==> src/rtl/uart_cmd_pkg.sv <==
// rtl/uart_cmd_pkg.sv - shared constants and state type for the UART command parser
//
// Contents:
//   SOF       - start-of-frame marker byte
//   BUF_DEPTH - payload buffer depth (bytes)
//   state_t   - parser state enumeration
package uart_cmd_pkg;

    localparam logic [7:0] SOF       = 8'hA5;
    localparam int         BUF_DEPTH = 16;

    typedef enum logic [2:0] {
        ST_IDLE,
        ST_LEN,
        ST_PAYLOAD,
        ST_CHK,
        ST_HOLD
    } state_t;

endpackage

==> src/rtl/uart_cmd_timeout.sv <==
// rtl/uart_cmd_timeout.sv - inter-byte timeout counter for the UART command parser
//
// Ports:
//   i_clk, i_reset_n - clock, asynchronous active-low reset
//   i_reload         - an accepted byte restarts the count
//   i_enable         - count only while a frame is in progress; idle clears it
//   o_expire         - combinational, high in the cycle the count reaches TIMEOUT_CLK-1
module uart_cmd_timeout #(
    parameter int TIMEOUT_CLK = 26040
) (
    input  logic i_clk,
    input  logic i_reset_n,
    input  logic i_reload,
    input  logic i_enable,
    output logic o_expire
);

    localparam int CW = $clog2(TIMEOUT_CLK + 1);

    logic [CW-1:0] cnt;

    // A reload in the same cycle suppresses expiry: the byte wins.
    assign o_expire = i_enable && !i_reload && (cnt == CW'(TIMEOUT_CLK - 1));

    always_ff @(posedge i_clk or negedge i_reset_n) begin
        if (!i_reset_n) begin
            cnt <= '0;
        end else if (i_reload || o_expire || !i_enable) begin
            cnt <= '0;
        end else begin
            cnt <= cnt + CW'(1);
        end
    end

endmodule

==> src/rtl/uart_cmd_parser.sv <==
// rtl/uart_cmd_parser.sv - framed command parser behind a UART byte receiver
//
// Frame: SOF(0xA5), LEN, LEN payload bytes, CHK = XOR(LEN, payload).
// Optional feature macro: UART_CMD_STATS_EN enables the good/error counters.
//
// Ports:
//   i_clk, i_reset_n        - clock, asynchronous active-low reset
//   i_rx_valid, i_rx_byte   - receiver byte level strobe and data (rising edge accepted)
//   i_frame_ack             - releases a held frame
//   i_rd_addr, o_rd_data    - combinational payload read port (0 beyond frame length)
//   o_frame_valid           - a checked frame is held
//   o_frame_len             - payload length of the held frame
//   o_busy                  - frame reception in progress
//   o_err_chk/len/timeout   - registered single-cycle error pulses
//   o_overrun               - byte arrived while a frame was held
//   o_good_cnt, o_err_cnt   - saturating statistics (zero without UART_CMD_STATS_EN)
module uart_cmd_parser
    import uart_cmd_pkg::*;
#(
    parameter int MAX_LEN     = 16,
    parameter int TIMEOUT_CLK = 26040
) (
    input  logic        i_clk,
    input  logic        i_reset_n,
    input  logic        i_rx_valid,
    input  logic [7:0]  i_rx_byte,
    input  logic        i_frame_ack,
    input  logic [3:0]  i_rd_addr,
    output logic [7:0]  o_rd_data,
    output logic        o_frame_valid,
    output logic [4:0]  o_frame_len,
    output logic        o_busy,
    output logic        o_err_chk,
    output logic        o_err_len,
    output logic        o_err_timeout,
    output logic        o_overrun,
    output logic [15:0] o_good_cnt,
    output logic [15:0] o_err_cnt
);

    state_t      state, state_nx;
    logic        rx_prev;
    logic        accept;
    logic        expire;
    logic        store;
    logic        err_chk_d, err_len_d, overrun_d;
    logic [4:0]  len_q;
    logic [4:0]  idx_q;
    logic [7:0]  chk_q;
    logic [7:0]  buf_mem [BUF_DEPTH];

    // The receiver holds valid as a level; only its first cycle is a byte.
    assign accept = i_rx_valid && !rx_prev;
    assign o_busy = (state == ST_LEN) || (state == ST_PAYLOAD) || (state == ST_CHK);

    uart_cmd_timeout #(
        .TIMEOUT_CLK (TIMEOUT_CLK)
    ) u_timeout (
        .i_clk     (i_clk),
        .i_reset_n (i_reset_n),
        .i_reload  (accept),
        .i_enable  (o_busy),
        .o_expire  (expire)
    );

    always_ff @(posedge i_clk or negedge i_reset_n) begin
        if (!i_reset_n) begin
            state   <= ST_IDLE;
            rx_prev <= 1'b0;
        end else begin
            state   <= state_nx;
            rx_prev <= i_rx_valid;
        end
    end

    always_comb begin
        state_nx  = state;
        store     = 1'b0;
        err_chk_d = 1'b0;
        err_len_d = 1'b0;
        overrun_d = 1'b0;
        case (state)
            ST_IDLE: begin
                if (accept && i_rx_byte == SOF) state_nx = ST_LEN;
            end
            ST_LEN: begin
                if (expire) begin
                    state_nx = ST_IDLE;
                end else if (accept) begin
                    if (i_rx_byte == 8'd0) begin
                        state_nx = ST_CHK;
                    end else if (i_rx_byte <= 8'(MAX_LEN)) begin
                        state_nx = ST_PAYLOAD;
                    end else begin
                        err_len_d = 1'b1;
                        state_nx  = ST_IDLE;
                    end
                end
            end
            ST_PAYLOAD: begin
                if (expire) begin
                    state_nx = ST_IDLE;
                end else if (accept) begin
                    store = 1'b1;
                    if (idx_q == len_q - 5'd1) state_nx = ST_CHK;
                end
            end
            ST_CHK: begin
                if (expire) begin
                    state_nx = ST_IDLE;
                end else if (accept) begin
                    if (i_rx_byte == chk_q) begin
                        state_nx = ST_HOLD;
                    end else begin
                        err_chk_d = 1'b1;
                        state_nx  = ST_IDLE;
                    end
                end
            end
            ST_HOLD: begin
                // A byte here is lost even when the ack lands in the same cycle.
                overrun_d = accept;
                if (i_frame_ack) state_nx = ST_IDLE;
            end
            default: state_nx = ST_IDLE;
        endcase
    end

    // Length, write index and running checksum for the frame being received.
    always_ff @(posedge i_clk or negedge i_reset_n) begin
        if (!i_reset_n) begin
            len_q <= '0;
            idx_q <= '0;
            chk_q <= '0;
        end else if (state == ST_LEN && accept) begin
            len_q <= i_rx_byte[4:0];
            idx_q <= '0;
            chk_q <= i_rx_byte;
        end else if (store) begin
            idx_q <= idx_q + 5'd1;
            chk_q <= chk_q ^ i_rx_byte;
        end
    end

    always_ff @(posedge i_clk) begin
        if (store) buf_mem[idx_q[3:0]] <= i_rx_byte;
    end

    always_ff @(posedge i_clk or negedge i_reset_n) begin
        if (!i_reset_n) begin
            o_err_chk     <= 1'b0;
            o_err_len     <= 1'b0;
            o_err_timeout <= 1'b0;
            o_overrun     <= 1'b0;
        end else begin
            o_err_chk     <= err_chk_d;
            o_err_len     <= err_len_d;
            o_err_timeout <= expire;
            o_overrun     <= overrun_d;
        end
    end

    assign o_frame_valid = (state == ST_HOLD);
    assign o_frame_len   = o_frame_valid ? len_q : 5'd0;
    assign o_rd_data     = ({1'b0, i_rd_addr} < o_frame_len) ? buf_mem[i_rd_addr] : 8'h00;

`ifdef UART_CMD_STATS_EN
    logic [15:0] good_cnt, err_cnt;
    logic        err_any_d;

    assign err_any_d = err_chk_d | err_len_d | overrun_d | expire;

    always_ff @(posedge i_clk or negedge i_reset_n) begin
        if (!i_reset_n) begin
            good_cnt <= '0;
            err_cnt  <= '0;
        end else begin
            if (state == ST_CHK && state_nx == ST_HOLD && good_cnt != 16'hFFFF)
                good_cnt <= good_cnt + 16'd1;
            if (err_any_d && err_cnt != 16'hFFFF)
                err_cnt <= err_cnt + 16'd1;
        end
    end

    assign o_good_cnt = good_cnt;
    assign o_err_cnt  = err_cnt;
`else
    assign o_good_cnt = 16'd0;
    assign o_err_cnt  = 16'd0;
`endif

endmodule

==> config.mk <==
export PLATFORM = sky130hd
export DESIGN_NAME = uart_cmd_parser
export DESIGN_NICKNAME = d
export VERILOG_FILES = /design/src/rtl/uart_cmd_pkg.sv /design/src/rtl/uart_cmd_timeout.sv /design/src/rtl/uart_cmd_parser.sv
export SDC_FILE = /design/constraint.sdc
export NUM_CORES = 1
export LEC_CHECK = 0
export ABC_AREA = 1
export BUFFER_PORTS_ARGS = -buffer_cell sky130_fd_sc_hd__buf_2
export CORE_ASPECT_RATIO = 0.6
export CORE_MARGIN = 2
export CORE_UTILIZATION = 59
export CTS_BUF_LIST = sky130_fd_sc_hd__clkbuf_4
export DETAILED_ROUTE_END_ITERATION = 6
export PLACE_DENSITY = 0.79
export SLEW_MARGIN = 20
export SYNTH_ARGS = -nofsm -noshare
export SYNTH_HDL_FRONTEND = slang
export SYNTH_SLANG_ARGS = --single-unit
==> constraint.sdc <==
create_clock -name i_clk -period 4.1 [get_ports i_clk]
set_clock_uncertainty 0.05 [all_clocks]
set_input_delay 0.41 -clock i_clk [delete_from_list [all_inputs] [get_ports i_clk]]
set_output_delay 0.41 -clock i_clk [all_outputs]
set_load 0.005 [all_outputs]
==> results of run 1 <==
[metrics by stage]
| step | power [mW] | worst slack (ns) |
|---|---|---|
| finish | 3.65 | 0.621 |
| global route | 3.83 | 0.477 |
| CTS | 3.65 | 0.647 |
| detailed placement | 2.75 | 1.30 |
| global placement | 2.71 | 1.40 |
| floorplan | 2.59 | 1.82 |
[routing by layer]
metal | part of all wire | wire length (µm) | vias up | track usage
li1 | - | - | 2673 | -
met1 | 0.45 | 8220 | 2697 | 0.408
met2 | 0.43 | 7870 | 332 | 0.378
met3 | 0.11 | 2010 | 35 | 0.0564
met4 | 0.016 | 300 | 0 | 0.0795
met5 | 0 | 0 | - | 0
[registers in the layout, summed over array words and instances, names as in the netlist]
| signal | cells |
|---|---|
| buf_mem | 128 |
| chk_q | 8 |
| idx_q | 5 |
| len_q | 5 |
| o_err_chk | 1 |
| o_err_len | 1 |
| o_err_timeout | 1 |
| o_overrun | 1 |
| rx_prev | 1 |
| state | 3 |
| u_timeout.cnt | 15 |
[kinds of logic after synthesis]
kind of cell,Yosys count
simple gates,440
compound gates,50
fa+ha+maj,9
other cells,1
flops,169
xor+xnor,15
buf+inv,115
[power by group through the flow]
stage          combinational, mW  sequential (mW)  clock (mW)
3_3_place_gp               0.677             2.04           0
4_1_cts                    0.711             2.01       0.934
2_1_floorplan              0.564             2.03           0
5_1_grt                    0.808             2.02        1.00
6_report                   0.717             2.01       0.925
3_5_place_dp               0.706             2.04           0
[path summary, 6_finish.rpt]
check                                      startpoint                          to  slack, ns  cells past startpoint
hold / removal                           i_rx_byte[5]     buf_mem[6][5]$_DFFE_PP_       0.23                      1
max in group asynchronous                   i_reset_n  u_timeout.cnt[4]$_DFF_PN0_       2.95                      2
min in group asynchronous                   i_reset_n           rx_prev$_DFF_PN0_       0.45                      2
setup reg to reg                 state[2]$_DFFE_PN0P_     buf_mem[8][5]$_DFFE_PP_       1.81                      5
setup / recovery                 state[1]$_DFFE_PN0P_                o_rd_data[7]       0.62                     12
hold reg to reg            u_timeout.cnt[0]$_DFF_PN0_  u_timeout.cnt[0]$_DFF_PN0_       0.46                      1
[synthesized netlist by cell type, drive strengths merged]
cell type / n / area share
and3: 1 / 0.00078
o21ai: 21 / 0.013
edfxtp: 128 / 0.48
buf: 56 / 0.045
nor3: 12 / 0.0088
xor2: 9 / 0.0098
inv: 56 / 0.027
o211ai: 9 / 0.0084
dfrtp: 41 / 0.13
and2: 1 / 0.00078
xnor2: 6 / 0.0065
or2: 2 / 0.0019
nand3: 121 / 0.082
clkbuf: 3 / 0.0014
nand2: 224 / 0.11
a211oi: 2 / 0.0031
nor2: 76 / 0.047
nand4: 3 / 0.0031
a21oi: 18 / 0.014
conb: 1 / 0.00047
ha: 9 / 0.014
[final cells by class]
cell class,instances,share of cell area
inverters,56,0.0253
clock buffers,17,0.0150
well taps,175,0.0257
repair buffers,40,0.0276
flip-flops and latches,169,0.572
multi-input cells,546,0.319
clock inverters,15,0.0157
==> reports/qor.log, run 1 <==
qor: final_layout.ff_latch_area 4870 µm²
qor: logic_synthesis.synth_cells 799
qor: logic_synthesis.synth_top_family_by_area simple AND/OR/NAND/NOR gates
qor: setup_path.worstPathRequired 3.64 ns
qor: route.dr.pass1.iters 6
qor: setup_path.critPathMaxFanout 8
qor: global_routing.grt_pass1_wl 29,100 µm
qor: floorplanning.die_area 14,600 µm²
qor: final_layout.nNetsFinal 855
qor: logic_synthesis.synthesis.yosys.warnings 0
qor: logic_synthesis.synth.yosys.seq_area_share 0.604
qor: power.vdd_ir_drop_max 322 µV
qor: power.power.switching_fraction 0.332
qor: logic_synthesis.synth_cell_types 38
qor: placed_design.postPlaceCellArea 8230 µm²
qor: setup_path.timing.critical_path.mode_cell sky130_fd_sc_hd__inv_1
qor: cts.post_cts.resized_instances 0
qor: power.pwr-share-comb 0.196
qor: cts.numClockSinks 169
qor: final_layout.antenna_cells 0
qor: sta.hold_viol_final 0
qor: sta.maxClockFrequency 287 MHz
qor: sta.slew_of_the_pin_with_the_lowest_slew_margin 0.943 ns
qor: route.routed_wire_length 18,400 µm
qor: cts.post_cts_buffers 0
qor: power.seqPwrFrac 0.550
qor: global_routing.grt_overflow_total 0
qor: cts.cts.clk_slew.worst_paths 0.15 ns
qor: cts.h-tree-depth 4
qor: global_routing.first_global_vias 5,318
qor: floorplanning.start_util 0.597
qor: cts.cts_hold_buffers 2
qor: sta.setup-tns-final 0 ns
qor: final_layout.fill_cells 1,036
qor: logic_synthesis.synth.avg_cell_area 10.1 µm²
qor: placed_design.io_buffer_count 34
qor: logic_synthesis.syn-cell-area 8060 µm²
qor: placed_design.placed_cells_incl_taps 983
qor: power.power_density 428 nW/µm²
qor: final_layout.area.growth.synth_to_final 5.67%
qor: setup_path.critPathLaunchType register
qor: floorplanning.std_cell_rows 33
qor: logic_synthesis.synth_compound_area_frac 0.0385
qor: cts.cts_root_buffer sky130_fd_sc_hd__clkbuf_4
qor: sta.fin_hold_ws 0.231 ns
qor: logic_synthesis.synth-xor-area-share 0.0163
qor: logic_synthesis.yosys_register_bits 169
qor: power.p_leak 3.48 nW
qor: route.drt_drc_violations_left 0
qor: cts.worst_skew_pair_later_pin_latency 0.56 ns
qor: run_status.run_status finished clean
qor: placed_design.hpwl 12,200 µm
qor: sta.layout_worst_path_cycle_share 0.848
qor: power.p_sw 1.21 mW
qor: logic_synthesis.yosys-mux-area-fraction 0
qor: cts.tritoncts_clock_tree built
qor: cts.clockBufferDepth 2
qor: setup_path.worst_path_dominant_cell_family simple AND/OR/NAND/NOR gates
qor: power.p_int 2.44 mW
qor: placed_design.globalplace.congestion 0.906
qor: route.detail_route.iter0.violations 703
qor: logic_synthesis.synth_fa_ha_area_frac 0.0140
qor: floorplanning.die-height 94.5 µm
qor: final_layout.multi_input_area 2720 µm²
qor: final_layout.layout-drive-gt1-share 0.147
qor: floorplanning.coreArea 13,500 µm²
qor: flow_run.drv.max_cap_violation_count 0
qor: route.antenna_violating_nets_post_route 0
qor: sta.period_needed 3.48 ns
qor: route.vias 5,737
qor: floorplanning.die_width 155 µm
qor: route.viasPerCell 5.64
qor: global_routing.grt_start_max_net_pins 65
qor: logic_synthesis.synth_simple_gate_area_frac 0.253
qor: final_layout.final_common_cell sky130_fd_sc_hd__nand2_1
qor: setup_path.worstPathCellList inv_2, nand2_4, nor2_8, inv_1, nor2_1, inv_1, ha_1, a21oi_1, or2_4, nand3_4, a21oi_2, buf_2
qor: setup_path.crit_path_end_kind primary output
qor: sta.report.final.setup_viol 0
qor: route.routed_wire_length_per_instance 18.1 µm
qor: setup_path.timing_worst_setup_path_type reg -> out
qor: global_routing.antenna_found_initial 0
qor: floorplanning.ios 67
qor: setup_path.critical_path_buf_inv_count 4
qor: setup_path.slowest_delay 0.47 ns
qor: power.share_clk_of_total_power 0.253
qor: final_layout.finalCoreUtilization 0.631
qor: setup_path.worst-endpoint-arrival 3.02 ns
qor: cts.numCtsBuffers 17
qor: global_routing.grt_usage 0.265
qor: final_layout.postLayoutCellArea 8520 µm²
qor: final_layout.commonest_cells_after_routing_fill_and_taps_aside 214 x sky130_fd_sc_hd__nand2_1, 128 x sky130_fd_sc_hd__edfxtp_1, 114 x sky130_fd_sc_hd__nand3_1, 63 x sky130_fd_sc_hd__nor2_1
qor: sta.rsz0062_at_grt no
qor: sta.slew_violations 0
qor: setup_path.timing.critical_path.slowest_stage_cell sky130_fd_sc_hd__dfrtp_1
qor: final_layout.layoutNonFillerInstCount 1,018
qor: min_path.worstHoldPathType in -> reg
qor: sta.timing.slew.headroom 0.371
No activity file was read; power rests on OpenSTA's default activity.
==> inputs of run 2 (changes only) <==
- ABC_AREA: 1 -> 0
- clock period: 4.1 -> 3.45 ns (I/O delays scaled with it)
==> run 2 against run 1 <==
Count of clock-buffer cells in the layout unchanged; power decreased by 1.8%; setup slack got worse by 0.37 ns; clock power increased by 25%; critical path depth decreased by 1; hold slack got worse by 0.027 ns; die area decreased by 6.9%.
==> reports/qor.log, run 2 <==
qor: run_status.run_status finished clean
qor: logic_synthesis.synth.top_cells.by_area sky130_fd_sc_hd__edfxtp_1 51%, sky130_fd_sc_hd__dfrtp_1 14%, sky130_fd_sc_hd__mux4_2 9.6%
qor: floorplanning.coreArea 12,200 µm²
qor: logic_synthesis.synth.most_common_cell sky130_fd_sc_hd__edfxtp_1
qor: floorplanning.std_cell_rows 31
qor: logic_synthesis.synthesis.yosys.warnings 0
qor: setup_path.slowest_delay 0.49 ns
qor: final_layout.layout-drive-gt1-share 0.223
qor: sta.rsz0062_at_grt no
qor: placed_design.globalplace.congestion 0.869
qor: logic_synthesis.synth.cells.most_frequent 128 x sky130_fd_sc_hd__edfxtp_1, 48 x sky130_fd_sc_hd__nor2_1, 41 x sky130_fd_sc_hd__dfrtp_1, 36 x sky130_fd_sc_hd__buf_4, 32 x sky130_fd_sc_hd__mux4_2
qor: final_layout.final_common_cell sky130_fd_sc_hd__edfxtp_1
qor: sta.layout_worst_path_cycle_share 0.926
qor: logic_synthesis.synth.yosys.seq_area_share 0.650
qor: cts.h-tree-depth 4
qor: sta.timing.slew.headroom 0.377
qor: floorplanning.die-height 91.3 µm
qor: final_layout.largest_reg_flops 128
qor: setup_path.crit_path_end_kind primary output
qor: sta.hold_viol_final 0
qor: sta.maxClockFrequency 313 MHz
qor: sta.slew_of_the_pin_with_the_lowest_slew_margin 0.934 ns
qor: logic_synthesis.dominantRegCellSynth sky130_fd_sc_hd__edfxtp_1
qor: global_routing.first_global_vias 4,323
qor: power.power_density 442 nW/µm²
qor: route.dr.pass1.iters 5
qor: placed_design.postPlaceCellArea 7740 µm²
qor: cts.clockBufferDepth 2
qor: power.vdd_ir_drop_max 252 µV
qor: setup_path.critPathLaunchType register
qor: logic_synthesis.async_flop_share 0.243
qor: setup_path.timing_worst_setup_path_type reg -> out
qor: final_layout.nNetsFinal 577
qor: setup_path.worstPathCellList nor2_4, nand2_2, inv_2, nand2_1, ha_1, nor4_1, a31oi_1, o21ai_2, a21oi_4, a211oi_2, buf_2
qor: sta.slew_violations 0
qor: placed_design.hpwl 10,000 µm
qor: cts.tritoncts_clock_tree built
qor: final_layout.ff_latch_area 4870 µm²
qor: min_path.worstHoldPathType in -> reg
qor: global_routing.grt_pass1_wl 23,900 µm
qor: logic_synthesis.post-synth-top-area-fraction 0.513
qor: route.viasPerCell 5.92
qor: setup_path.timing.critical_path.slowest_stage_cell sky130_fd_sc_hd__dfrtp_2
qor: cts.numClockSinks 169
qor: global_routing.grt_start_max_net_pins 42
qor: final_layout.multi_input_area 2380 µm²
qor: sta.report.final.setup_viol 0
qor: logic_synthesis.synth_enable_flop_cells 128
qor: floorplanning.die_area 13,600 µm²
qor: logic_synthesis.yosys_register_bits 169
qor: cts.numCtsBuffers 17
qor: route.detail_route.iter0.violations 407
qor: floorplanning.ios 67
qor: floorplanning.start_util 0.613
qor: final_layout.fill_cells 854
qor: placed_design.io_buffer_count 34
qor: global_routing.grt_overflow_total 0
qor: sta.setup-tns-final 0 ns
qor: floorplanning.die_width 149 µm
qor: logic_synthesis.synth_cell_types 41
qor: logic_synthesis.synth_cells 506
qor: sta.period_needed 3.20 ns
qor: cts.worst_skew_pair_later_pin_latency 0.54 ns
qor: global_routing.grt_usage 0.238
qor: logic_synthesis.synth.avg_cell_area 14.8 µm²
qor: route.drt_drc_violations_left 0
qor: setup_path.worstPathRequired 3.05 ns
qor: cts.cts.clk_slew.worst_paths 0.15 ns
qor: setup_path.worst-endpoint-arrival 2.80 ns
qor: flow_run.drv.max_cap_violation_count 0
qor: final_layout.postLayoutCellArea 8120 µm²
qor: final_layout.area.growth.synth_to_final 8.37%
qor: route.routed_wire_length 14,900 µm
qor: logic_synthesis.yosys.area.top_type sky130_fd_sc_hd__edfxtp_1
qor: power.p_leak 2.98 nW
qor: route.antenna_violating_nets_post_route 0
qor: setup_path.critPathMaxFanout 8
qor: final_layout.commonest_cells_after_routing_fill_and_taps_aside 128 x sky130_fd_sc_hd__edfxtp_1, 47 x sky130_fd_sc_hd__nor2_1, 38 x sky130_fd_sc_hd__dfrtp_1, 34 x sky130_fd_sc_hd__buf_2
qor: cts.cts_root_buffer sky130_fd_sc_hd__clkbuf_4
qor: route.routed_wire_length_per_instance 20.5 µm
qor: route.vias 4,323
qor: logic_synthesis.syn-cell-area 7490 µm²
qor: global_routing.antenna_found_initial 0
qor: sta.fin_hold_ws 0.204 ns
-- run 2: cell count changes after synthesis, moves of 10 or more --
cell / before / now
sky130_fd_sc_hd__nand2_1: 214 / 31
sky130_fd_sc_hd__clkbuf_1: 3 / 15
sky130_fd_sc_hd__xor2_1: 9 / 19
sky130_fd_sc_hd__inv_2: 12 / 0
sky130_fd_sc_hd__mux4_2: 0 / 32
sky130_fd_sc_hd__nor2_1: 63 / 48
sky130_fd_sc_hd__nand3_1: 114 / 5
sky130_fd_sc_hd__inv_1: 42 / 9
sky130_fd_sc_hd__a211oi_1: 0 / 16
sky130_fd_sc_hd__buf_2: 21 / 3
-- run 2: area by class of cell --
class | count | area share
Inverter | 9 | 0.00416
Timing Repair Buffer | 52 | 0.0401
Sequential cell | 169 | 0.601
Clock inverter | 14 | 0.0199
Multi-Input combinational cell | 303 | 0.294
Clock buffer | 17 | 0.0157
Tap cell | 165 | 0.0254
Antenna cell | 1 | 0.000308
-- run 2: power breakdown --
part / switching, mW / leakage, nW / total, mW / internal (mW)
registers: 0.0113 / 1.70 / 2.21 / 2.20
clock network: 0.711 / 0.147 / 1.16 / 0.446
logic: 0.136 / 1.14 / 0.219 / 0.0832
total: 0.858 / 2.98 / 3.58 / 2.73
-- run 2: layer usage --
metal	share of wire	track usage
met1	0.43	0.345
met5	0	0
met2	0.49	0.376
met4	0.010	0.0548
met3	0.078	0.0533
-- run 2: cell families (layout without fill, tap and decap cells) --
kind of cell    count (synthesis)  after routing  share of synthesized area
flops                         169            169                      0.650
xor+xnor                       28             28                     0.0327
mux                            41             41                      0.108
buf+inv                        65             92                     0.0521
other cells                     1             33                   0.000501
compound gates                 55             55                     0.0513
fa+ha+maj                       9              9                     0.0150
simple gates                  138            138                     0.0897
-- run 2: timing repair --
item                                    in CTS  in global routing
hold buffers                                 3                  0
resized for setup                            3                 10
setup buffers                                0                  1
endpoints found under the setup margin       8                  8
hold endpoints to repair                    43                  0
pin swaps                                    0                  1
-- run 2: metrics by stage --
stage | std cells | utilization | power, mW | setup slack, ns
global route | 729 | 0.664 | 3.72 | 0.0278
detailed placement | 694 | 0.634 | 2.46 | 0.318
floorplan | 537 | - | 2.40 | 1.03
CTS | 728 | 0.661 | 3.60 | 0.0524
global placement | 694 | 0.634 | 2.46 | 0.465
finish | 730 | 0.664 | 3.58 | 0.254
-- run 2: final timing paths --
kind	startpoint	to	slack, ns	depth (start not counted)
worst max-delay path	state[0]$_DFFE_PN0P_	o_rd_data[7]	0.25	11
worst min-delay path	i_rx_byte[3]	buf_mem[15][3]$_DFFE_PP_	0.20	1
worst max register to register	state[2]$_DFFE_PN0P_	buf_mem[15][7]$_DFFE_PP_	1.05	5
worst min register to register	u_timeout.cnt[0]$_DFF_PN0_	u_timeout.cnt[0]$_DFF_PN0_	0.43	1
max in group asynchronous	i_reset_n	state[1]$_DFFE_PN0P_	2.29	2
min in group asynchronous	i_reset_n	chk_q[2]$_DFFE_PN0P_	0.43	2
-- run 2: critical path: cells and delay by family (launching register included) --
kind | cells | cell delay (ns)
simple gates | 4 | 0.55
buf+inv | 2 | 0.28
flops | 1 | 0.49
fa+ha+maj | 1 | 0.20
compound gates | 4 | 0.75
==> inputs of run 3 (changes only) <==
--- a/constraint.sdc
+++ b/constraint.sdc
@@ -4,2 +4,2 @@
 set_output_delay 0.345 -clock i_clk [all_outputs]
-set_load 0.005 [all_outputs]
+set_load 0.1 [all_outputs]
==> run 3 against run 2 <==
The run now ends with DRC left; via count grew 1.1%; cell count rose by 1.6%; combinational power grew 100%; sequential power about the same; critical path type unchanged; critical endpoint is now o_rd_data[0]; largest power group unchanged.
==> reports/qor.log, run 3 (synthesized netlist as in run 2, its figures left out) <==
qor: cts.numCtsBuffers 17
qor: floorplanning.ios 67
qor: cts.clockBufferDepth 2
qor: setup_path.rr_startpoint state[0]$_DFFE_PN0P_
qor: power.p_total 3.89 mW
qor: final_layout.postLayoutCellArea 8410 µm²
qor: sta.maxClockFrequency 302 MHz
qor: global_routing.grt_overflow_total 0
qor: final_layout.nNetsFinal 588
qor: cts.numClockSinks 169
qor: power.seqPwrFrac 0.568
qor: route.drt_drc_violations_left 2
qor: final_layout.largest_reg_flops 128
qor: route.route.met2.wl 7120 µm
qor: global_routing.antenna_found_initial 0
qor: setup_path.worstPathRequired 3.05 ns
qor: sta.slew_violations 0
qor: route.vias 4,371
qor: sta.layout_worst_path_cycle_share 0.960
qor: route.routed.top_layer met4
qor: placed_design.placed_cells_incl_taps 701
qor: final_layout.fill_cells 839
qor: placed_design.postPlaceCellArea 7920 µm²
qor: setup_path.worstRegToRegCells 6
qor: power.pwr-share-comb 0.115
qor: flow_run.drv.max_cap_violation_count 0
qor: min_path.worstHoldStart i_rx_byte[2]
qor: cts.tritoncts_clock_tree built
qor: final_layout.commonest_cells_after_routing_fill_and_taps_aside 128 x sky130_fd_sc_hd__edfxtp_1, 47 x sky130_fd_sc_hd__nor2_1, 38 x sky130_fd_sc_hd__dfrtp_1, 32 x sky130_fd_sc_hd__mux4_2, 32 x sky130_fd_sc_hd__conb_1
qor: final_layout.area.growth.synth_to_final 12.3%
qor: cts.cts.clk_slew.worst_paths 0.16 ns
qor: setup_path.critPathLaunchType register
qor: sta.timing.slew.headroom 0.365
qor: setup_path.crit_path_end_kind primary output
qor: setup_path.reg2reg_slack 1.00 ns
qor: route.viasPerCell 5.89
qor: global_routing.grt_pass1_wl 24,200 µm
qor: min_path.worstHoldPathType in -> reg
qor: floorplanning.die-height 91.3 µm
qor: power.vdd_ir_drop_max 267 µV
qor: min_path.holdPathStages 3
qor: final_layout.final_common_cell sky130_fd_sc_hd__edfxtp_1
qor: placed_design.io_buffer_count 34
qor: placed_design.globalplace.congestion 0.830
qor: route.detail_route.iter0.violations 302
qor: route.antenna_violating_nets_post_route 0
qor: route.dr.pass1.iters 7
qor: power.power.switching_fraction 0.301
qor: sta.period_needed 3.31 ns
qor: setup_path.critPathMaxFanout 8
qor: setup_path.timing_worst_setup_path_type reg -> out
qor: power.p_sw 1.17 mW
qor: setup_path.worst-endpoint-arrival 2.92 ns
qor: final_layout.layoutNonFillerInstCount 742
qor: floorplanning.start_util 0.613
qor: sta.report.final.setup_viol 0
qor: floorplanning.die_width 149 µm
qor: power.p_leak 3.09 nW
qor: run_status.violations_in_the_final_reports DRC
qor: route.routedLengthMet1 6730 µm
qor: route.routed_wire_length 15,400 µm
qor: global_routing.grt_usage 0.243
qor: route.routed_wire_length_per_instance 20.7 µm
qor: cts.h-tree-depth 4
qor: global_routing.grt_start_max_net_pins 42
qor: final_layout.layout-drive-gt1-share 0.253
qor: min_path.hold_path_end len_q[2]$_DFFE_PN0P_
qor: global_routing.first_global_vias 4,191
qor: floorplanning.coreArea 12,200 µm²
qor: sta.hold_viol_final 0
qor: route.met3WireLength 1390 µm
qor: power.power_density 462 nW/µm²
qor: setup_path.crit-reg2reg-capture buf_mem[5][6]$_DFFE_PP_
qor: floorplanning.die_area 13,600 µm²
qor: cts.cts_root_buffer sky130_fd_sc_hd__clkbuf_4
qor: power.share_clk_of_total_power 0.316
qor: sta.slew_of_the_pin_with_the_lowest_slew_margin 0.953 ns
qor: run_status.run_status finished with violations
qor: placed_design.hpwl 10000 µm
qor: power.p_int 2.72 mW
qor: cts.worst_skew_pair_later_pin_latency 0.57 ns
qor: floorplanning.std_cell_rows 31
## run 3: area by class of cell
type                       instances  area, µm²  area share
antenna                            1       2.50    0.000298
clock inverter                    15        200      0.0238
timing repair buffer              63        483      0.0574
multi-input combinational        303       2480       0.295
inverter                           9       37.5     0.00446
clock buffer                      17        128      0.0152
sequential                       169       4870       0.580
tap                              165        206      0.0246
## run 3: critical path: stages, from the launching register on
cell	delay (ns)
sky130_fd_sc_hd__dfrtp_2	0.46
sky130_fd_sc_hd__nor2_4	0.15
sky130_fd_sc_hd__nand2_2	0.12
sky130_fd_sc_hd__clkinvlp_4	0.12
sky130_fd_sc_hd__nand2_2	0.05
sky130_fd_sc_hd__ha_1	0.19
sky130_fd_sc_hd__nor4_1	0.18
sky130_fd_sc_hd__a31oi_1	0.15
sky130_fd_sc_hd__o21ai_2	0.21
sky130_fd_sc_hd__a21oi_4	0.08
sky130_fd_sc_hd__buf_12	0.16
sky130_fd_sc_hd__a211oi_4	0.25
sky130_fd_sc_hd__buf_12	0.21
## run 3: worst max path at each step
| stage | depth (start not counted) | from | slack, ns | to |
|---|---|---|---|---|
| after detailed placement | 11 | state[1]$_DFFE_PN0P_ | 0.40 | o_rd_data[0] |
| after global routing | 12 | state[0]$_DFFE_PN0P_ | -0.006 | o_rd_data[0] |
| final | 12 | state[0]$_DFFE_PN0P_ | 0.14 | o_rd_data[0] |
| after global placement | 11 | state[1]$_DFFE_PN0P_ | 0.48 | o_rd_data[0] |
| after floorplan | 10 | state[2]$_DFFE_PN0P_ | 0.03 | o_rd_data[0] |
| after CTS | 12 | state[1]$_DFFE_PN0P_ | 0.008 | o_rd_data[0] |
## run 3: power groups by stage
stage / clock [mW] / combinational (mW) / sequential, mW
floorplan: 0 / 0.365 / 2.25
global placement: 0 / 0.422 / 2.25
detailed placement: 0 / 0.429 / 2.25
CTS: 1.25 / 0.447 / 2.21
global route: 1.34 / 0.472 / 2.21
finish: 1.23 / 0.448 / 2.21
## run 3: repair_timing
item,CTS,global route
hold endpoints to repair,43,0
resized for setup,20,4
setup endpoints to repair,8,8
setup buffers,1,4
hold buffers,3,0
pin swaps,2,2
## run 3: per-stage QoR
stage	setup slack [ns]	utilization	TNS (ns)	hold slack [ns]
final	0.138	0.688	0	0.144
after CTS	0.00761	0.684	0	0.126
after global placement	0.478	0.648	0	0.389
after detailed placement	0.398	0.648	0	0.403
after global routing	-0.00644	0.688	-0.00644	0.145
after floorplan	0.0337	-	0	-0.000591
## run 3: metal layers
layer  global-route usage  up-vias
li1                     -     1958
met1                0.377     2208
met2                0.344      192
met3               0.0653       13
met4               0.0643        0
met5                    0        -
